===== config.mk =====
export PLATFORM = sky130hd
export DESIGN_NAME = prewish5k_input_conditioner
export DESIGN_NICKNAME = d
export VERILOG_FILES = /design/src/rtl/prewish5k_input_conditioner.sv
export SDC_FILE = /design/constraint.sdc
export NUM_CORES = 1
export LEC_CHECK = 0
export BUFFER_PORTS_ARGS = -buffer_cell sky130_fd_sc_hd__buf_2
export CAP_MARGIN = 0
export CORE_MARGIN = 1
export CORE_UTILIZATION = 50
export CTS_CLUSTER_SIZE = 20
export DETAILED_ROUTE_END_ITERATION = 16
export GPL_TIMING_DRIVEN = 0
export PLACE_DENSITY = 0.7
export SLEW_MARGIN = 30
export SYNTH_ARGS = -nofsm -noshare
export SYNTH_HDL_FRONTEND = slang
export SYNTH_SLANG_ARGS = --single-unit

===== constraint.sdc =====
create_clock -name i_clk -period 2.04 [get_ports i_clk]
set_input_delay 0.204 -clock i_clk [delete_from_list [all_inputs] [get_ports i_clk]]
set_output_delay 0.204 -clock i_clk [all_outputs]
set_load 0.1 [all_outputs]

===== src/rtl/prewish5k_input_conditioner.sv =====
// Button/DIP input conditioner: 2-flop sync, debounce, press/release/long-press events, DIP snapshot.
// Optional macro PREWISH_DIP_DEBOUNCE_EN adds a whole-vector DIP debouncer ahead of the snapshot.
module prewish5k_input_conditioner #(
  parameter int DEBOUNCE_BITS   = 16,
  parameter int LONG_PRESS_BITS = 26
) (
  input  logic       i_clk,
  input  logic       i_rst_n,
  input  logic       i_button_n,
  input  logic [7:0] i_dip_n,
  output logic       o_button,
  output logic       o_press,
  output logic       o_release,
  output logic       o_long_press,
  output logic [7:0] o_dip,
  output logic       o_dip_strobe
);

  typedef enum logic [1:0] {
    IDLE      = 2'd0,
    PRESSED   = 2'd1,
    LONG_HELD = 2'd2
  } state_e;

  localparam logic [DEBOUNCE_BITS-1:0]   DB_MAX   = '1;
  localparam logic [LONG_PRESS_BITS-1:0] HOLD_MAX = '1;

  logic       btn_meta_q, btn_sync_q;
  logic [7:0] dip_meta_q, dip_sync_q;
  logic       btn_level;
  logic [7:0] dip_level;
  logic [7:0] dip_snap;

  // NOTE: synchronizer flops reset to the raw idle level (1), not 0, so the
  // first cycles after reset never look like a pressed button.
  always_ff @(posedge i_clk or negedge i_rst_n) begin
    if (!i_rst_n) begin
      btn_meta_q <= 1'b1;
      btn_sync_q <= 1'b1;
      dip_meta_q <= 8'hFF;
      dip_sync_q <= 8'hFF;
    end else begin
      // NOTE: non-blocking assignments make both flops sample the old value
      // on the same edge; blocking here would collapse the chain to one flop.
      btn_meta_q <= i_button_n;
      btn_sync_q <= btn_meta_q;
      dip_meta_q <= i_dip_n;
      dip_sync_q <= dip_meta_q;
    end
  end

  assign btn_level = ~btn_sync_q;
  assign dip_level = ~dip_sync_q;

  // Button debounce: the stable level flips only after a full-length mismatch.
  logic                     stable_q, stable_d;
  logic [DEBOUNCE_BITS-1:0] db_cnt_q, db_cnt_d;
  logic                     btn_flip, btn_rise, btn_fall;

  always_comb begin
    // NOTE: every signal gets a default first so no path leaves it unassigned
    // (which would infer a latch).
    stable_d = stable_q;
    db_cnt_d = '0;
    btn_flip = 1'b0;
    if (btn_level != stable_q) begin
      if (db_cnt_q == DB_MAX) begin
        btn_flip = 1'b1;
        stable_d = ~stable_q;
      end else begin
        db_cnt_d = db_cnt_q + 1'b1;
      end
    end
  end

  assign btn_rise = btn_flip & ~stable_q;
  assign btn_fall = btn_flip &  stable_q;

  always_ff @(posedge i_clk or negedge i_rst_n) begin
    if (!i_rst_n) begin
      stable_q <= 1'b0;
      db_cnt_q <= '0;
    end else begin
      stable_q <= stable_d;
      db_cnt_q <= db_cnt_d;
    end
  end

`ifdef PREWISH_DIP_DEBOUNCE_EN
  // Whole-vector DIP debounce: any bit change restarts the stability count.
  logic [7:0]               dip_last_q, dip_deb_q;
  logic [DEBOUNCE_BITS-1:0] dip_cnt_q;

  always_ff @(posedge i_clk or negedge i_rst_n) begin
    if (!i_rst_n) begin
      dip_last_q <= 8'h00;
      dip_deb_q  <= 8'h00;
      dip_cnt_q  <= '0;
    end else begin
      dip_last_q <= dip_level;
      if (dip_level != dip_last_q) begin
        dip_cnt_q <= '0;
      end else if (dip_cnt_q == DB_MAX) begin
        dip_deb_q <= dip_last_q;
      end else begin
        dip_cnt_q <= dip_cnt_q + 1'b1;
      end
    end
  end

  assign dip_snap = dip_deb_q;
`else
  assign dip_snap = dip_level;
`endif

  // Press FSM; event outputs are registered on the same edge the debounced level flips.
  state_e                     state_q, state_d;
  logic [LONG_PRESS_BITS-1:0] hold_q, hold_d;
  logic                       press_q, press_d;
  logic                       release_q, release_d;
  logic                       long_q, long_d;
  logic [7:0]                 dip_q, dip_d;

  always_comb begin
    state_d   = state_q;
    hold_d    = hold_q;
    press_d   = 1'b0;
    release_d = 1'b0;
    long_d    = 1'b0;
    dip_d     = dip_q;
    unique case (state_q)
      IDLE: begin
        if (btn_rise) begin
          state_d = PRESSED;
          hold_d  = '0;
          press_d = 1'b1;
          dip_d   = dip_snap;
        end
      end
      PRESSED: begin
        // Release takes priority over a long press that saturates in the same cycle.
        if (btn_fall) begin
          state_d   = IDLE;
          release_d = 1'b1;
        end else if (hold_q == HOLD_MAX) begin
          state_d = LONG_HELD;
          long_d  = 1'b1;
        end else begin
          hold_d = hold_q + 1'b1;
        end
      end
      LONG_HELD: begin
        if (btn_fall) begin
          state_d   = IDLE;
          release_d = 1'b1;
        end
      end
      default: state_d = IDLE;
    endcase
  end

  always_ff @(posedge i_clk or negedge i_rst_n) begin
    if (!i_rst_n) begin
      state_q   <= IDLE;
      hold_q    <= '0;
      press_q   <= 1'b0;
      release_q <= 1'b0;
      long_q    <= 1'b0;
      dip_q     <= 8'h00;
    end else begin
      state_q   <= state_d;
      hold_q    <= hold_d;
      press_q   <= press_d;
      release_q <= release_d;
      long_q    <= long_d;
      dip_q     <= dip_d;
    end
  end

  assign o_button     = stable_q;
  assign o_press      = press_q;
  assign o_release    = release_q;
  assign o_long_press = long_q;
  assign o_dip        = dip_q;
  assign o_dip_strobe = press_q;

endmodule


After elaboration in Yosys (flattened, before gate mapping)

Index checks and enable logic that the tools add are counted.

Bits in registers: 74
Bits in latches: 0
Memory bits (writable): 0
Memory bits (read-only): 0
Output and inout bits: 13
Word-level logic and storage cells: 56
Memories kept: 0

Add/subtract/negate cells: 2
Multipliers: 0
Divide/modulo/power cells: 0
$lt $le $gt $ge: 0
Equal/unequal tests: 10
Shifts and indexed selects: 0
Muxes and demuxes: 20
Bitwise operators: 5
Reduce and logical (&&, ||, !) cells: 7

Operators with widths:

| cell                                          | number |
|---|---|
| 2-to-1 mux 26 bit                             | 3 |
| one-hot mux 26 bit (2 select lines)           | 1 |
| 2-to-1 mux 16 bit                             | 2 |
| adder 26 x 1 -> 26 bit, second input constant | 1 |
| == test 26 bit, second input constant         | 1 |
| adder 16 x 1 -> 16 bit, second input constant | 1 |
| == test 16 bit, second input constant         | 1 |
| 2-to-1 mux 1 bit                              | 9 |
| 2-to-1 mux 2 bit                              | 4 |
| inequality test 2 bit, second input constant  | 4 |
| inverter 8 bit                                | 1 |
| one-hot mux 2 bit (3 select lines)            | 1 |
| AND reduction 2 bit                           | 2 |
| AND reduction 4 bit                           | 1 |
| inequality test 3 bit, second input constant  | 1 |
| AND reduction 3 bit                           | 1 |
| AND 1 bit                                     | 2 |
| == test 2 x 1 -> 1 bit, second input constant | 1 |
| == test 2 bit, second input constant          | 1 |
| logical NOT 2 bit                             | 1 |
| inverter 1 bit                                | 2 |
| nonzero test 2 bit                            | 1 |
| OR reduction 2 bit                            | 1 |
| inequality test 1 bit                         | 1 |

Depth between registers and ports, before layout

Word-level depth: 6
Gate-level depth with buffers: 9
Depth with buffers taken out: 7

Worst setup path before layout

Ideal clock, no wire load.

Path kind: reg2reg
From: reg db_cnt_q[0]
To: reg hold_q[24]
Data arrival time: 2080 ps
Setup slack: -164 ps
Stages on the path, launching flop included: 9
Buffers on the path: 2
Period minus slack after synthesis: 2204 ps
Path through: dfrtp_1 ha_1 nand4_1 and4bb_1 buf_6 mux2_4 or2_1 buf_2 a211o_1

Longest elaborated chain between the ends: 6

RTL lines:

| item                            | RTL line | source |
|---|---|---|
| start: declaration              | 57       | `logic [DEBOUNCE_BITS-1:0] db_cnt_q, db_cnt_d;` |
| start signal: assignment        | 85       | `db_cnt_q <= db_cnt_d;` |
| == test 16 bit *                | 67       | `if (db_cnt_q == DB_MAX) begin` |
| 2-to-1 mux 1 bit *              | 67       |  |
| 2-to-1 mux 1 bit *              | 66       | `if (btn_level != stable_q) begin` |
| AND 1 bit (on tied branches)    | 77, 76   |  |
| inequality test 2 bit (no line) | --       |  |
| AND reduction 4 bit (no line) * | --       |  |
| end signal: assignment          | 172      | `hold_q <= hold_d;` |
| end: declaration                | 118      | `logic [LONG_PRESS_BITS-1:0] hold_q, hold_d;` |

Every way passes the cells marked *; elsewhere a longest branch is shown, timed or not.
A chain may end at the register's enable or synchronous reset.

Final worst setup path

From: reg state_q[0]
To: reg hold_q[17]

Longest elaborated chain between the ends: 3

RTL lines:

| item                                                                  | RTL line | source |
|---|---|---|
| start: declaration                                                    | 117      | `state_e state_q, state_d;` |
| start signal: assignment                                              | 171      | `state_q <= state_d;` |
| == test 2 x 1 -> 1 bit or logical NOT 2 bit (tied branches)           | 131      | `unique case (state_q)` |
| inequality test 2 bit (no line) or nonzero test 2 bit (tied branches) | --       |  |
| AND reduction 4 bit (no line)                                         | --       |  |

Parallel ways exist; a longest one is shown, timed or not.

==> run metrics <==
core area=0.006794 mm2; Placer Congestion=0.7820; WL met1=3.291 mm; Routed Antenna Nets=0; syn_nets=354; worst-path maximum fanout=7; fin. max-slew vios=0; Setup Slack @ Placement=-0.3949 ns; CP arrival=2.47 ns; Clock Latency Late Sink=0.35 ns; Tmin final=2.196 ns; Rel. slew slack=62.81%; Main synth FF type=dfrtp_1; H-tree lvl count=3; synth-to-layout area growth=22.13%; critical path's slowest cell=or4b_1; status=complete, but fails checks; initial detailed-routing violation count=188; initial cell density of the core=51.60%; sequential area share after synthesis=53.46%; Hold Vio Cnt, Final=0; # nets final=408; Clock Sinks=74; fmax=0.4554 GHz; Worst VDD drop=0.5140 mV; Critical Path End Type=flip-flop; CTS tree=done; asr flop ratio synth=100.0%; Worst R2R Setup Slack=-0.16 ns; initial antenna violation count=0; Remaining Overflow, GRT=0; Slew @ Worst Pin=0.5528 ns; Post-Layout Cell Count=493; max cap viols=0; DR pass1 iterations=4; CTS root buf=clkbuf_8; critical path class=reg2reg; final instance area=0.004282 mm2; CTS clk-pin slew, worst paths=0.08 ns; #FFs+latches synth=74; Port Buf Inserts=23; largest net degree at the start of global routing=49; dpl cell area=0.003782 mm2; die height=85.74 um; Rows=30; Critical Path Start Type=flip-flop; Worst path max stage delay=0.49 ns; TritonCTS buffer count=9; Leak=1.854 nW; drt drc=0; final worst path period share=107.7%; cells after synthesis=338; final setup fails=22; warnings from Yosys=0; Hold Crit Class=in2async; highest routed layer=met4; Netlist cell types=51; via count=2,809; Post-Syn Area per Cell=10.37 um2; setup ws final=-0.1561 ns; EDFF count, synth=0; placed cells=458; first-pass GRT wire length=12.45 mm; dpl hpwl=4.766 mm; # IOs=24; DIE WIDTH=85.74 um; Netlist Area Pre-Place=0.003506 mm2; Layout Skew=0.008218 ns; met2 wire length=3.744 mm; CTS Buffer Depth=2; layout cells sized above 1=26.95%; worst path cell trace=inv_1 > ha_1 > a21oi_1 > o21ai_0 > mux2_4 > buf_6 > or4b_1 > mux2i_1; drt total wl=7.460 mm; die area=0.007350 mm2; RSZ-0062 raised after global routing=true; DR WL met3=318 um; Worst Path Required=2.31 ns; R2R depth=8; power density cells=622.2 mW/mm2; All-Layer GR Usage=21.69%; vias in the first global route=2,696; WL/cell=15.13 um; antenna cells=0; failing checks=negative setup slack; Via-to-Cell Ratio=5.698
## worst paths after layout
kind / startpoint / endpoint
min in group i_clk: dip_meta_q[3] / dip_sync_q[3]
hold reg to reg: dip_meta_q[3] / dip_sync_q[3]
setup / recovery: state_q[0] / hold_q[17]
setup reg to reg: state_q[0] / hold_q[17]
hold / removal: i_rst_n / hold_q[9]
max in group asynchronous: i_rst_n / dip_sync_q[2]
## logic make-up after synthesis
logic type | count (synthesis) | synth area share [%]
AO/OA/AOI/OAI | 66 | 12.81
XOR/XNOR | 14 | 3.497
adder cells (fa/ha/maj) | 5 | 1.784
buffers and inverters | 31 | 4.033
flip-flops | 74 | 53.46
multiplexers | 4 | 1.285
AND/OR/NAND/NOR | 144 | 23.13
## stage by stage
stage | TNS [ns] | util, % | power (mW) | hold WS, ns
after floorplan | -0.1956 | - | 1.552 | -0.09159
after global placement | -8.493 | 55.23 | 1.594 | 0.3090
after detailed placement | -8.910 | 55.67 | 1.604 | 0.1477
after CTS | -2.329 | 62.32 | 2.693 | 0.3033
after global routing | -3.590 | 63.02 | 2.753 | 0.3286
final | -1.412 | 63.02 | 2.664 | 0.3058
## area by class of cell
class | count | area [um2]
repair buffers | 44 | 340.3
flip-flops and latches | 74 | 1878
fillers | 557 | 2512
plain buffers | 16 | 101.3
multi-input cells | 233 | 1605
clock buffers | 10 | 137.6
clock inverters | 6 | 46.29
well taps | 96 | 120.1
inverters | 14 | 52.55
## power breakdown
group / internal [mW] / switching (mW) / leakage [nW] / total [mW]
clock network: 0.487 / 0.585 / 0.0942 / 1.07
logic: 0.0350 / 0.0452 / 0.796 / 0.0802
registers: 1.50 / 0.00986 / 0.964 / 1.51
## routing by layer
layer / track usage, % / vias up
li1: - / 1348
met3: 4.524 / 11
met5: 0 / -
met1: 26.97 / 1394
met2: 37.24 / 56
met4: 8.333 / 0
## Yosys cell counts, types with 5 or more instances
| cell | count | area share (%) |
|---|---|---|
| nand2b_1 | 8 | 1.4 |
| or4_1 | 6 | 1.3 |
| o31ai_1 | 7 | 1.5 |
| o211ai_1 | 5 | 1.1 |
| nand3_1 | 23 | 3.3 |
| dfstp_2 | 18 | 13 |
| nor2_1 | 27 | 2.9 |
| inv_1 | 14 | 1.5 |
| nand4_1 | 15 | 2.7 |
| nand2_1 | 27 | 2.9 |
| o21ai_0 | 23 | 3.3 |
| ha_1 | 5 | 1.8 |
| xor2_1 | 10 | 2.5 |
| dfrtp_1 | 56 | 40 |
| and3_1 | 8 | 1.4 |
| or3_1 | 5 | 0.89 |
| a211oi_1 | 8 | 1.7 |
| buf_2 | 5 | 0.71 |
| clkbuf_1 | 9 | 0.96 |
## cell usage in the layout, fill, tap and decap left out, drive strengths merged, types with 10 or more instances in the layout
master | Yosys | routed
buf | 8 | 43
clkbuf | 9 | 17
nand3 | 23 | 23
dlygate4sd3 | 0 | 10
inv | 14 | 18
o21ai | 23 | 23
nand4 | 16 | 16
nor2 | 27 | 27
dfrtp | 56 | 56
dfstp | 18 | 18
nand2 | 27 | 27
xor2 | 10 | 10
## worst max-delay path, delay by kind of cell, from the launching register on
family                   cells  cell delay [ns]
adder cells (fa/ha/maj)      1             0.30
AO/OA/AOI/OAI                2             0.27
buffers and inverters        2             0.22
multiplexers                 2             0.43
flip-flops                   1             0.41
AND/OR/NAND/NOR              1             0.49
## sequential cells by signal, summed over array words and instances, names as in the netlist
| register | count |
|---|---|
| hold_q | 26 |
| o_release | 1 |
| db_cnt_q | 16 |
| btn_meta_q | 1 |
| o_dip | 8 |
| dip_sync_q | 8 |
| o_button | 1 |
| o_long_press | 1 |
| dip_meta_q | 8 |
| o_dip_strobe | 1 |
| btn_sync_q | 1 |
| state_q | 2 |
## repair_timing
item | in CTS | in global routing
endpoints found under the setup margin | 40 | 46
buffers inserted | 8 | 1
hold buffers | 10 | 0
cloned | 1 | 0
gates resized for setup | 21 | 21
pin swaps | 11 | 4
hold endpoints to repair | 28 | 0
Note: power is estimated with default switching activity, not from simulation.
